===== src/rtl/alu_pkg.sv =====
// Shared opcode constants, state encoding and flag payload for alu_multicycle.
package alu_pkg;

  localparam int unsigned SEL_WIDTH = 5;

  typedef logic [SEL_WIDTH-1:0] sel_t;

  localparam sel_t OP_ADD  = 5'd0;
  localparam sel_t OP_SUB  = 5'd1;
  localparam sel_t OP_AND  = 5'd2;
  localparam sel_t OP_OR   = 5'd3;
  localparam sel_t OP_XOR  = 5'd4;
  localparam sel_t OP_NOR  = 5'd5;
  localparam sel_t OP_NAND = 5'd6;
  localparam sel_t OP_XNOR = 5'd7;
  localparam sel_t OP_EQU  = 5'd8;
  localparam sel_t OP_GT   = 5'd9;
  localparam sel_t OP_LT   = 5'd10;
  localparam sel_t OP_ROR  = 5'd11;
  localparam sel_t OP_ROL  = 5'd12;
  localparam sel_t OP_MULT = 5'd13;
  localparam sel_t OP_DIV  = 5'd14;
  localparam sel_t OP_MFLO = 5'd15;
  localparam sel_t OP_MFHI = 5'd16;

  // Operation select for the iterative multiply/divide engine
  localparam logic MD_MUL = 1'b0;
  localparam logic MD_DIV = 1'b1;

  typedef enum logic [1:0] {
    ST_IDLE = 2'd0,
    ST_BUSY = 2'd1,
    ST_DONE = 2'd2
  } state_t;

  typedef struct packed {
    logic zero;
    logic carry;
    logic overflow;
    logic error;
  } flags_t;

endpackage


===== src/rtl/alu_muldiv_iter.sv =====
// Iterative one-bit-per-cycle engine: LSB-first shift-add multiply and
// restoring divide. The first iteration happens on the start edge, so the
// registered done pulse follows WIDTH iterations.
module alu_muldiv_iter
  import alu_pkg::*;
#(
  parameter int unsigned WIDTH = 8
) (
  input  logic             clk,
  input  logic             rst,
  input  logic             start,
  input  logic             op,
  input  logic [WIDTH-1:0] a,
  input  logic [WIDTH-1:0] b,
  output logic             done,
  output logic [WIDTH-1:0] hi,
  output logic [WIDTH-1:0] lo
);

  localparam int unsigned CNT_W = $clog2(WIDTH);

  logic [WIDTH-1:0] r_acc;
  logic [WIDTH-1:0] r_q;
  logic [WIDTH-1:0] r_b;
  logic             r_op;
  logic [CNT_W-1:0] r_cnt;
  logic             r_busy;
  logic             r_done;

  logic [WIDTH-1:0] w_acc;
  logic [WIDTH-1:0] w_q;
  logic [WIDTH-1:0] w_b;
  logic             w_op;
  logic [WIDTH:0]   w_sum;
  logic [WIDTH:0]   w_shift;
  logic [WIDTH:0]   w_trial;
  logic [WIDTH-1:0] w_acc_nxt;
  logic [WIDTH-1:0] w_q_nxt;

  // One iteration step; on start the operands come straight from the inputs
  always_comb begin
    w_acc     = start ? '0 : r_acc;
    w_q       = start ? a  : r_q;
    w_b       = start ? b  : r_b;
    w_op      = start ? op : r_op;
    w_sum     = {1'b0, w_acc} + (w_q[0] ? {1'b0, w_b} : '0);
    w_shift   = {w_acc, w_q[WIDTH-1]};
    w_trial   = w_shift - {1'b0, w_b};
    w_acc_nxt = w_sum[WIDTH:1];
    w_q_nxt   = {w_sum[0], w_q[WIDTH-1:1]};
    if (w_op == MD_DIV) begin
      if (!w_trial[WIDTH]) begin
        w_acc_nxt = w_trial[WIDTH-1:0];
        w_q_nxt   = {w_q[WIDTH-2:0], 1'b1};
      end else begin
        w_acc_nxt = w_shift[WIDTH-1:0];
        w_q_nxt   = {w_q[WIDTH-2:0], 1'b0};
      end
    end
  end

  // Iteration registers, counter and completion pulse
  always_ff @(posedge clk) begin
    if (rst) begin
      r_acc  <= '0;
      r_q    <= '0;
      r_b    <= '0;
      r_op   <= MD_MUL;
      r_cnt  <= '0;
      r_busy <= 1'b0;
      r_done <= 1'b0;
    end else begin
      r_done <= 1'b0;
      if (start) begin
        r_acc  <= w_acc_nxt;
        r_q    <= w_q_nxt;
        r_b    <= b;
        r_op   <= op;
        r_cnt  <= CNT_W'(1);
        r_busy <= 1'b1;
      end else if (r_busy) begin
        r_acc <= w_acc_nxt;
        r_q   <= w_q_nxt;
        r_cnt <= r_cnt + CNT_W'(1);
        if (r_cnt == CNT_W'(WIDTH - 1)) begin
          r_busy <= 1'b0;
          r_done <= 1'b1;
        end
      end
    end
  end

  assign done = r_done;
  assign hi   = r_acc;
  assign lo   = r_q;

endmodule


===== src/rtl/alu_multicycle.sv =====
// Multi-cycle ALU with valid/ready handshakes on request and result.
// Define ALU_MULTICYCLE_MULDIV_EN to build MULT/DIV/MFLO/MFHI, the HI/LO
// registers and the iterative datapath; otherwise those opcodes are invalid.
module alu_multicycle
  import alu_pkg::*;
#(
  parameter int unsigned WIDTH = 8
) (
  input  logic                 clk,
  input  logic                 rst,
  input  logic                 in_valid,
  output logic                 in_ready,
  input  logic [WIDTH-1:0]     a,
  input  logic [WIDTH-1:0]     b,
  input  logic [SEL_WIDTH-1:0] sel,
  output logic                 out_valid,
  input  logic                 out_ready,
  output logic [WIDTH-1:0]     out,
  output logic                 zero,
  output logic                 carry,
  output logic                 overflow,
  output logic                 error
);

  localparam int unsigned SH_W = $clog2(WIDTH);

  state_t           r_state;
  state_t           w_state_nxt;
  logic             r_in_ready;
  logic             r_out_valid;
  logic [WIDTH-1:0] r_out;
  flags_t           r_flg;

  logic             w_load_single;
  logic [WIDTH-1:0] w_res;
  flags_t           w_flg;
  logic [WIDTH:0]   w_add;
  logic [WIDTH:0]   w_sub;
  logic [SH_W-1:0]  w_sh;
  logic [2*WIDTH-1:0] w_dbl;
  logic [2*WIDTH-1:0] w_ror_full;
  logic [2*WIDTH-1:0] w_rol_full;

`ifdef ALU_MULTICYCLE_MULDIV_EN
  logic             w_is_iter;
  logic             w_start;
  logic             w_load_iter;
  logic             w_md_done;
  logic [WIDTH-1:0] w_md_hi;
  logic [WIDTH-1:0] w_md_lo;
  flags_t           w_md_flg;
  logic             r_md_op;
  logic [WIDTH-1:0] r_hi;
  logic [WIDTH-1:0] r_lo;

  assign w_is_iter = (sel == OP_MULT) || ((sel == OP_DIV) && (b != '0));

  alu_muldiv_iter #(
    .WIDTH (WIDTH)
  ) u_muldiv (
    .clk   (clk),
    .rst   (rst),
    .start (w_start),
    .op    ((sel == OP_DIV) ? MD_DIV : MD_MUL),
    .a     (a),
    .b     (b),
    .done  (w_md_done),
    .hi    (w_md_hi),
    .lo    (w_md_lo)
  );

  // Flags for a completed MULT/DIV; carry reports a non-zero HI on MULT
  always_comb begin
    w_md_flg          = '0;
    w_md_flg.zero     = (w_md_lo == '0);
    w_md_flg.carry    = (r_md_op == MD_MUL) && (w_md_hi != '0);
  end

  // Remember which iterative op is in flight
  always_ff @(posedge clk) begin
    if (rst) begin
      r_md_op <= MD_MUL;
    end else if (w_start) begin
      r_md_op <= (sel == OP_DIV) ? MD_DIV : MD_MUL;
    end
  end
`endif

  assign w_add      = {1'b0, a} + {1'b0, b};
  assign w_sub      = {1'b0, a} - {1'b0, b};
  assign w_sh       = SH_W'(32'(b) % WIDTH);
  assign w_dbl      = {a, a};
  assign w_ror_full = w_dbl >> w_sh;
  assign w_rol_full = w_dbl << w_sh;

  // Single-cycle result and flags for the current request
  always_comb begin
    w_res = '0;
    w_flg = '0;
    case (sel)
      OP_ADD: begin
        w_res          = w_add[WIDTH-1:0];
        w_flg.carry    = w_add[WIDTH];
        w_flg.overflow = (a[WIDTH-1] == b[WIDTH-1]) && (w_add[WIDTH-1] != a[WIDTH-1]);
      end
      OP_SUB: begin
        w_res          = w_sub[WIDTH-1:0];
        w_flg.carry    = w_sub[WIDTH];
        w_flg.overflow = (a[WIDTH-1] != b[WIDTH-1]) && (w_sub[WIDTH-1] != a[WIDTH-1]);
      end
      OP_AND:  w_res = a & b;
      OP_OR:   w_res = a | b;
      OP_XOR:  w_res = a ^ b;
      OP_NOR:  w_res = ~(a | b);
      OP_NAND: w_res = ~(a & b);
      OP_XNOR: w_res = ~(a ^ b);
      OP_EQU:  w_res = WIDTH'(a == b);
      OP_GT:   w_res = WIDTH'(a > b);
      OP_LT:   w_res = WIDTH'(a < b);
      OP_ROR:  w_res = w_ror_full[WIDTH-1:0];
      OP_ROL:  w_res = w_rol_full[2*WIDTH-1:WIDTH];
`ifdef ALU_MULTICYCLE_MULDIV_EN
      OP_MULT: w_res = '0;
      OP_DIV:  w_flg.error = 1'b1;
      OP_MFLO: w_res = r_lo;
      OP_MFHI: w_res = r_hi;
`endif
      default: w_flg.error = 1'b1;
    endcase
    w_flg.zero = (w_res == '0);
  end

  // Next-state and datapath load strobes
  always_comb begin
    w_state_nxt   = r_state;
    w_load_single = 1'b0;
`ifdef ALU_MULTICYCLE_MULDIV_EN
    w_start       = 1'b0;
    w_load_iter   = 1'b0;
`endif
    case (r_state)
      ST_IDLE: begin
        if (in_valid) begin
`ifdef ALU_MULTICYCLE_MULDIV_EN
          if (w_is_iter) begin
            w_state_nxt = ST_BUSY;
            w_start     = 1'b1;
          end else begin
            w_state_nxt   = ST_DONE;
            w_load_single = 1'b1;
          end
`else
          w_state_nxt   = ST_DONE;
          w_load_single = 1'b1;
`endif
        end
      end
      ST_BUSY: begin
`ifdef ALU_MULTICYCLE_MULDIV_EN
        if (w_md_done) begin
          w_state_nxt = ST_DONE;
          w_load_iter = 1'b1;
        end
`else
        w_state_nxt = ST_IDLE;
`endif
      end
      ST_DONE: begin
        if (out_ready) begin
          w_state_nxt = ST_IDLE;
        end
      end
      default: w_state_nxt = ST_IDLE;
    endcase
  end

  // State register with registered handshake outputs
  always_ff @(posedge clk) begin
    if (rst) begin
      r_state     <= ST_IDLE;
      r_in_ready  <= 1'b1;
      r_out_valid <= 1'b0;
    end else begin
      r_state     <= w_state_nxt;
      r_in_ready  <= (w_state_nxt == ST_IDLE);
      r_out_valid <= (w_state_nxt == ST_DONE);
    end
  end

  // Result, flags and HI/LO; held while the result waits for out_ready
  always_ff @(posedge clk) begin
    if (rst) begin
      r_out <= '0;
      r_flg <= '0;
`ifdef ALU_MULTICYCLE_MULDIV_EN
      r_hi  <= '0;
      r_lo  <= '0;
`endif
    end else if (w_load_single) begin
      r_out <= w_res;
      r_flg <= w_flg;
    end
`ifdef ALU_MULTICYCLE_MULDIV_EN
    else if (w_load_iter) begin
      r_out <= w_md_lo;
      r_flg <= w_md_flg;
      r_hi  <= w_md_hi;
      r_lo  <= w_md_lo;
    end
`endif
  end

  assign in_ready  = r_in_ready;
  assign out_valid = r_out_valid;
  assign out       = r_out;
  assign zero      = r_flg.zero;
  assign carry     = r_flg.carry;
  assign overflow  = r_flg.overflow;
  assign error     = r_flg.error;

endmodule


===== config.mk =====
export PLATFORM = sky130hd
export DESIGN_NAME = alu_multicycle
export DESIGN_NICKNAME = d
export VERILOG_FILES = /design/src/rtl/alu_pkg.sv /design/src/rtl/alu_muldiv_iter.sv /design/src/rtl/alu_multicycle.sv
export SDC_FILE = /design/constraint.sdc
export NUM_CORES = 1
export LEC_CHECK = 0
export BUFFER_PORTS_ARGS = -buffer_cell sky130_fd_sc_hd__buf_4
export CAP_MARGIN = 10
export CORE_MARGIN = 2
export CORE_UTILIZATION = 55
export DETAILED_ROUTE_END_ITERATION = 7
export PLACE_DENSITY = 0.77
export RECOVER_POWER = 50
export SLEW_MARGIN = 20
export SYNTH_ARGS = -nofsm -noshare
export SYNTH_HDL_FRONTEND = slang
export SYNTH_SLANG_ARGS = --single-unit

===== constraint.sdc =====
create_clock -name clk -period 3.1 [get_ports clk]
set_input_delay 0.155 -clock clk [delete_from_list [all_inputs] [get_ports clk]]
set_output_delay 0.155 -clock clk [all_outputs]
set_load 0.02 [all_outputs]

# Word level (Yosys, flattened, before mapping)

Index checks and enable logic that the tools add are counted.
Widths: inputs -> output; s select.

Logic and storage cells: 54
Flip-flop bits (word level): 16
Input bits: 25

Reductions and logical operators: 7
Add/sub/neg operators: 2
Order comparisons: 2
Shift operators: 2
Bitwise logic cells: 6
Equality and inequality tests: 19
Multiplexer cells: 8

Operators by type and width:

| kind               | count |
|---|---|
| $pmux 8 s13        | 1 |
| $eq 5x4->1 const B | 5 |
| $not 8->8          | 3 |
| $eq 5x3->1 const B | 4 |
| $shl 16x3->16      | 1 |
| $shr 16x3->8       | 1 |
| $reduce_or 13->1   | 1 |
| $eq 5x2->1 const B | 2 |
| $add 8x8->9        | 1 |
| $sub 8x8->9        | 1 |
| $and 8x8->8        | 1 |
| $eq 8x8->1         | 1 |
| $gt 8x8->1         | 1 |
| $logic_not 8->1    | 1 |
| $lt 8x8->1         | 1 |
| $or 8x8->8         | 1 |
| $pmux 2 s2         | 2 |
| $xor 8x8->8        | 1 |
| $eq 5x1->1 const B | 1 |
| $logic_not 5->1    | 1 |
| $eq 2x2->1 const B | 2 |
| $logic_not 2->1    | 2 |
| $mux 2             | 2 |
| $mux 1             | 3 |
| other kinds (3)    | 6 |

# Longest topological paths before layout

Gate-level depths: netlist of run 1.

Depth in word-level cells: 4
Gate-level depth with buffers: 11

# Worst setup path before layout of run 1

OpenSTA, ideal clock, no wires.

Path type: input port to flip-flop
Start: input b[2]
End: register r_flg, in the netlist zero
Library setup time: 84 ps
Data arrival time: 2172 ps
Path slack: 844 ps
Cell stages on the path: 11
Path through: buf_4 -> buf_2 -> inv_2 -> ha_1 -> a211o_1 -> o21a_1 -> o21ai_0 -> nand4_1 -> nor3_1 -> nand4_1 -> o31ai_2

Longest elaborated chain between the ends: 4
Elaborated cells between the ends (all ways): 15

Ends and longest elaborated chain:

| element                                             | line                  | source |
|---|---|---|
| start: declaration                                  | alu_multicycle.sv:14  | `input logic [WIDTH-1:0] b,` |
| branches (longest 2 deep; another with $sub 8x8->9) | n/a                   |  |
| $pmux 8 s13 (*)                                     | alu_multicycle.sv:100 | `case (sel)` |
| $logic_not 8->1 (*)                                 | alu_multicycle.sv:130 | `w_flg.zero = (w_res == '0);` |
| end signal: assignment                              | alu_multicycle.sv:201 | `r_flg <= w_flg;` |
| end: declaration                                    | alu_multicycle.sv:32  | `flags_t r_flg;` |

Mark *: on every way between the ends.
A chain may end at the register's enable or synchronous reset.

# Worst setup path in the final report of run 1

Start: input b[1]
End: register r_flg, in the netlist zero

The elaborated chain is that of the path after synthesis.

==> results of run 1 <==
-- worst min path at each step --
stage / from / depth (start not counted) / to / slack, ps
6_report: rst / 2 / out[7] / 200
3_3_place_gp: sel[4] / 3 / error / 440
2_1_floorplan: rst / 1 / out[6] / 230
3_5_place_dp: rst / 2 / out[7] / 450
5_1_grt: rst / 2 / out[1] / 200
4_1_cts: rst / 2 / out[7] / 190
-- per-stage QoR --
step	utilization, %	hold slack, ps
after detailed placement	61.9	449
after CTS	63.0	190
after floorplan	-	232
after global placement	61.9	443
final	62.1	198
after global routing	62.1	200
-- placed cells by master, fill, tap and decap left out, types with 3 or more instances in the layout --
master	instances
a221oi_1	4
mux4_2	11
mux2_1	3
o22ai_1	8
a22oi_1	3
xnor2_1	7
inv_2	3
nand2b_1	9
dfxtp_1	16
o2111ai_1	4
nor2b_1	7
nand4_1	4
o21ai_0	6
buf_4	28
a211o_1	3
nor3_1	12
o21ai_1	7
clkbuf_1	12
o21a_1	3
o211a_1	3
o31ai_1	4
a21oi_1	12
clkbuf_8	4
o211ai_1	8
a31oi_1	5
mux2i_1	12
mux2_2	4
inv_1	23
o21bai_1	6
nor2_1	28
nand2_1	21
xor2_1	3
nand3_1	7
ha_1	24
a211oi_1	10
-- metal layers --
metal	vias up	share of wire (%)	GRT usage, %
met1	1367	45	42.3
met2	163	42	43.2
met3	32	8.8	3.55
met4	0	4.2	10.7
met5	-	0	0
li1	1399	-	-
-- cell type report --
type | instances | area (µm²) | share of cell area [%]
Sequential cell | 16 | 320 | 10.2
Inverter | 26 | 97.6 | 3.10
Tap cell | 70 | 87.6 | 2.78
Timing Repair Buffer | 40 | 255 | 8.10
Clock buffer | 4 | 55.1 | 1.75
Multi-Input combinational cell | 288 | 2330 | 74.1
-- state kept, by name, indices dropped and copies added, names as in the netlist --
signal / count
carry: 1
error: 1
in_ready: 1
out: 8
out_valid: 1
overflow: 1
r_state: 2
zero: 1
-- cells by family after synthesis --
| group | after synthesis |
|---|---|
| muxes | 32 |
| adders and majority gates | 26 |
| and+or+nand+nor | 110 |
| DFF | 16 |
| buffers and inverters | 53 |
| other | 1 |
| AOI/OAI and AO/OA | 109 |
| xor gates and xnor gates | 10 |
-- worst max-delay path, stage by stage --
cell and delay [ps]:
buf_4 290, inv_2 120, ha_1 370, o21bai_1 320
a21oi_1 170, o2111ai_1 270, mux2i_1 140, a211oi_2 320
nand4_1 170, o31ai_2 230
-- power by group through the flow --
| stage | Combinational, mW | Sequential, mW | Clock [mW] |
|---|---|---|---|
| 2_1_floorplan | 0.301 | 0.240 | 0 |
| 3_3_place_gp | 0.428 | 0.228 | 0 |
| 3_5_place_dp | 0.434 | 0.228 | 0 |
| 4_1_cts | 0.437 | 0.223 | 0.181 |
| 5_1_grt | 0.478 | 0.225 | 0.195 |
| 6_report | 0.437 | 0.223 | 0.179 |
==> reports/qor.csv, run 1 <==
stage;metric;value;unit
logic_synthesis;ys_seq_area_share;11.1;%
timing;slew_viol_final;0;
global_route;grt_start_max_net_pins;36;
logic_synthesis;synth_fp_nets;408;
setup_path;end_kind;register;
logic_synthesis;ys_top_cells_by_count;nor2_1 (28), ha_1 (24), inv_1 (23);
timing;rsz0062_at_grt;false;
pwr;p_int;508;µW
logic_synthesis;synthCells;357;
logic_synthesis;async_flop_share;0;%
detailed_routing;dr.pass1.iters;5;
setup_path;crit_required;3260;ps
clock_tree;postCtsSetupBuffers;0;
floorplan;die_area;0.00585;mm²
final_layout;fillerInstances;501;
floorplan;die_x;76.5;µm
logic_synthesis;synth_compound_area_share;28.3;%
final_layout;area_growth;9.05;%
clock_tree;htree_num_levels;1;
timing;fin_ws;711;ps
timing;worst_pin_slew;786;ps
final_layout;drive_above_1_share;15.8;%
final_layout;diodes;0;
floorplan;initial_utilization;56.9;%
logic_synthesis;synth.most_common_cell;nor2_1;
logic_synthesis;synth.area.top_cells;dfxtp_1 (11%), ha_1 (10%), mux4_2 (8.6%);
clock_tree;tritoncts;built;
floorplan;num_io_pins;39;
pwr;finalPower;840;µW
detailed_routing;drc;0;
final_layout;finalInstanceArea;0.00315;mm²
floorplan;num_rows;26;
clock_tree;numCtsBuffers;3;
place;dpl-instance-area;0.00314;mm²
logic_synthesis;synth-edff-count;0;
pwr;p_sw;332;µW
global_route;grt_overflow;0;
setup_path;endpoint;zero;
place;place_hpwl;6310;µm
setup_path;regToRegStartpoint;r_state[1];
status;status;completed;
pwr;switching_share;39.5;%
timing;hold_viol_final;0;
setup_path;crit_fanout;23;
detailed_routing;via_count;2961;
setup_path;cp-start-kind;input port;
clock_tree;clock_path_buffers;2;
clock_tree;cts.hold.buffers_added;0;
logic_synthesis;ys_seq_elements;16;
timing;finalSetupTns;0;ps
clock_tree;cts_resized;0;
clock_tree;clock_latency;240;ps
pwr;p_comb_share;52.1;%
logic_synthesis;synth_fa_ha_area_share;11.8;%
floorplan;coreArea;0.00507;mm²
clock_tree;cts_sinks;16;
logic_synthesis;yosys.area.top_type;dfxtp_1;
global_route;grt_usage;28.9;%
pwr;cellLeakagePower;1.26;nW
setup_path;worstSetupStartpoint;b[1];
logic_synthesis;synth_simple_gate_area_share;20.1;%
timing;fmax;419;MHz
detailed_routing;viasPerCell;6.67;
logic_synthesis;syn_area;0.00289;mm²
detailed_routing;wl_per_cell;18.8;µm
logic_synthesis;synth.avg_cell_area;8.09;µm²
logic_synthesis;synthMuxAreaShare;17.3;%
detailed_routing;ant_nets;0;
logic_synthesis;synth_cell_type_count;71;
flow_run;cap_violations;0;
setup_path;arrival;2550;ps
detailed_routing;drt-total-wl;8360;µm
pwr;ir_worst_vdd;0.000199;V
final_layout;final_nets;426;
logic_synthesis;synth_top_area_share;11.1;%
logic_synthesis;yosysWarningCount;0;
clock_tree;cts_root_buffer;clkbuf_8;
logic_synthesis;synth_xor_area_share;3.03;%
pwr;p_clk_share;21.3;%
min_path;min_path_type;in2reg;
setup_path;rrSetupSlack;1620;ps
global_route;antenna_found_initial;0;
timing;post-route-min-period;2390;ps
timing;fin_skew;0.998;ps
timing;min_period_over_period;77.1;%
place;port_buffers;38;
pwr;power.density;266;mW/mm²
timing;max_slew_margin;46.9;%
logic_synthesis;synthFlopType;dfxtp_1;
final_layout;final_cells;444;
clock_tree;clk_pin_slew_worst_paths;60;ps
place;dpl_worst_slack;511;ps
place;globalplace.congestion;0.964;
global_route;grt_pass1_vias;2752;
pwr;seqPwrFrac;26.6;%
detailed_routing;initialDrtViolationCount;371;
setup_path;r2r-end;zero;
setup_path;crit_type;in2reg;
place;placed_cells;440;
timing;setup_violations;0;
global_route;grt_pass1_wl;14000;µm
floorplan;die_h;76.5;µm
logic_synthesis;synth_top_family_by_area;compound AO/OA/AOI/OAI gates;
setup_path;ff2ff_path_depth;6;
Power figures use the tool's default switching activity.
==> inputs of run 2 (changes only) <==
==> constraint.sdc (replaced) <==
create_clock -name clk -period 2.2 [get_ports clk]
set_input_delay 0.11 -clock clk [delete_from_list [all_inputs] [get_ports clk]]
set_output_delay 0.11 -clock clk [all_outputs]
set_load 0.02 [all_outputs]
==> run 2 against run 1 <==
  * Sequential share of layout area down 1.0 points
  * Critical path depth up 3
  * Clock skew up 1.1 ps
  * Sequential power up 42%
  * Largest power group unchanged
==> reports/qor.csv, run 2 (synthesis results as in run 1) <==
stage;metric;value;unit;change
floorplan;die_area;0.00585;mm²;unchanged
timing;hold_viol_final;0;;unchanged
clock_tree;clk_pin_slew_worst_paths;60;ps;about the same
pwr;p_clk_share;20.0;%;-1.3 points
pwr;p_comb_share;55.4;%;+3.3 points
clock_tree;tritoncts;built;;
setup_path;cp-start-kind;input port;;
clock_tree;cts_sinks;16;;unchanged
global_route;grt_overflow;0;;unchanged
detailed_routing;ant_nets;0;;unchanged
final_layout;final_nets;469;;+10%
place;port_buffers;38;;unchanged
timing;setup_violations;0;;unchanged
final_layout;area_growth;21.6;%;
pwr;switching_share;38.9;%;-0.63 points
floorplan;die_x;76.5;µm;unchanged
timing;min_period_over_period;90.7;%;
timing;fin_skew;2.10;ps;+1.11 ps
detailed_routing;drt-total-wl;9070;µm;+8.5%
place;place_hpwl;7190;µm;+14%
timing;fin_hold_ws;144;ps;-54.3 ps
final_layout;drive_above_1_share;24.5;%;+8.7 points
floorplan;num_io_pins;39;;unchanged
place;globalplace.congestion;0.979;;+1.5%
status;status;completed;;
detailed_routing;viasPerCell;6.57;;-1.5%
timing;post-route-min-period;1990;ps;
clock_tree;htree_num_levels;1;;unchanged
detailed_routing;wl_met2;3990;µm;+13%
floorplan;die_h;76.5;µm;unchanged
timing;fmax;501;MHz;
detailed_routing;via_count;3199;;+8.0%
final_layout;final_cell_mix;buf_4 (67), nor2_1 (28), ha_1 (24);;
final_layout;fillerInstances;443;;-12%
detailed_routing;drc;0;;unchanged
setup_path;crit_required;2340;ps;-920 ps
setup_path;rrSetupSlack;910;ps;-710 ps
place;dpl_worst_slack;-83.4;ps;-594 ps
timing;max_slew_margin;66.4;%;+20 points
floorplan;initial_utilization;56.9;%;unchanged
clock_tree;cts_root_buffer;clkbuf_8;;
detailed_routing;wl_per_cell;18.6;µm;-1.1%
global_route;grt_usage;30.9;%;+2.0 points
flow_run;cap_violations;0;;unchanged
setup_path;crit_chain;buf_4 > inv_1 > ha_1 > inv_1 > fa_1 > nor3b_1 > o31a_1 > o21ai_1 > nand4_1 > buf_4 > buf_4 > mux2i_1 > nor2_1;;
global_route;grt_start_max_net_pins;26;;-28%
min_path;min_path_type;in2reg;;
timing;slew_viol_final;0;;unchanged
detailed_routing;initialDrtViolationCount;477;;+29%
timing;rsz0062_at_grt;false;;
setup_path;arrival;2140;ps;-410 ps
setup_path;crit_fanout;3;;-87%
pwr;power.density;366;mW/mm²;+37%
detailed_routing;dr.pass1.iters;5;;unchanged
timing;worst_pin_slew;500;ps;-286 ps
pwr;p_sw;500;µW;+51%
setup_path;end_kind;register;;
pwr;ir_worst_vdd;0.000221;V;+11%
floorplan;num_rows;26;;unchanged
clock_tree;cts.hold.buffers_added;0;;unchanged
clock_tree;clock_latency;250;ps;about the same
floorplan;coreArea;0.00507;mm²;unchanged
pwr;cellLeakagePower;1.48;nW;+17%
setup_path;crit_type;in2reg;;
detailed_routing;dr.max_layer_used;met4;;
pwr;seqPwrFrac;24.6;%;-2.0 points
final_layout;final_common_cell;buf_4;;
detailed_routing;drt-met1-wl;3790;µm;+1.7%
detailed_routing;met3_length;838;µm;+14%
clock_tree;clock_path_buffers;2;;unchanged
setup_path;cp_common_cell;buf_4;;
setup_path;crit_path_max_incr_delay;370;ps;about the same
clock_tree;numCtsBuffers;3;;unchanged
pwr;p_int;785;µW;+55%
setup_path;crit_slowest_cell;fa_1;;
global_route;grt_pass1_vias;3013;;+9.5%
final_layout;diodes;0;;unchanged
timing;fin_ws;205;ps;-506 ps
global_route;grt_pass1_wl;14700;µm;+5.3%
global_route;antenna_found_initial;0;;unchanged
final_layout;largest_reg_flops;8;;unchanged
-- run 2: changes by cell type in the layout (fill, tap and decap cells not counted), sizes merged --
cell | before | now
buf | 28 | 70
clkbuf | 16 | 17
-- run 2: final timing paths --
check | startpoint | endpoint | depth (start not counted)
setup / recovery | a[0] | out[4] | 13
hold / removal | rst | out[2] | 2
setup reg to reg | r_state[1] | zero | 4
hold reg to reg | out[6] | out[6] | 2
-- run 2: what timing repair did --
action	4_1_cts	5_1_grt
setup buffers	0	1
hold endpoints to repair	0	0
resized for setup	0	1
endpoints found under the setup margin	0	1
-- run 2: final cells by class --
class | count | area [µm²] | area share [%]
timing repair buffer | 83 | 612 | 17.4
multi-input combinational | 288 | 2340 | 66.6
inverter | 26 | 97.6 | 2.78
tap | 70 | 87.6 | 2.49
clock buffer | 4 | 55.1 | 1.57
sequential | 16 | 320 | 9.12
-- run 2: metal layers --
metal,track usage [%],vias to the layer above
li1,-,1478
met1,42.0,1484
met2,47.5,197
met3,4.38,40
met4,15.8,0
met5,0,-
-- run 2: metrics by stage --
stage                     instance area (µm²)  TNS, ps  instances  util, %  power [mW]
after global routing                     3510        0        487     69.2        1.36
after CTS                                3550        0        486     69.9        1.28
after floorplan                          2890        0        357        -       0.763
final                                    3510        0        487     69.2        1.29
after global placement                   3490        0        482     68.8        1.00
after detailed placement                 3490    -83.4        482     68.8        1.02
-- run 2: critical path, delay by kind of cell --
| family | cells | cell delay, ps |
|---|---|---|
| AND/OR/NAND/NOR | 3 | 390 |
| buffers and inverters | 5 | 550 |
| multiplexers | 1 | 160 |
| AO/OA/AOI/OAI | 2 | 390 |
| adder cells (fa/ha/maj) | 2 | 540 |
-- run 2: power groups by stage --
stage	logic [mW]	clock network, mW	registers [mW]
floorplan	0.425	0	0.339
detailed placement	0.703	0	0.322
finish	0.712	0.257	0.316
global placement	0.682	0	0.321
CTS	0.706	0.260	0.316
global route	0.769	0.276	0.318
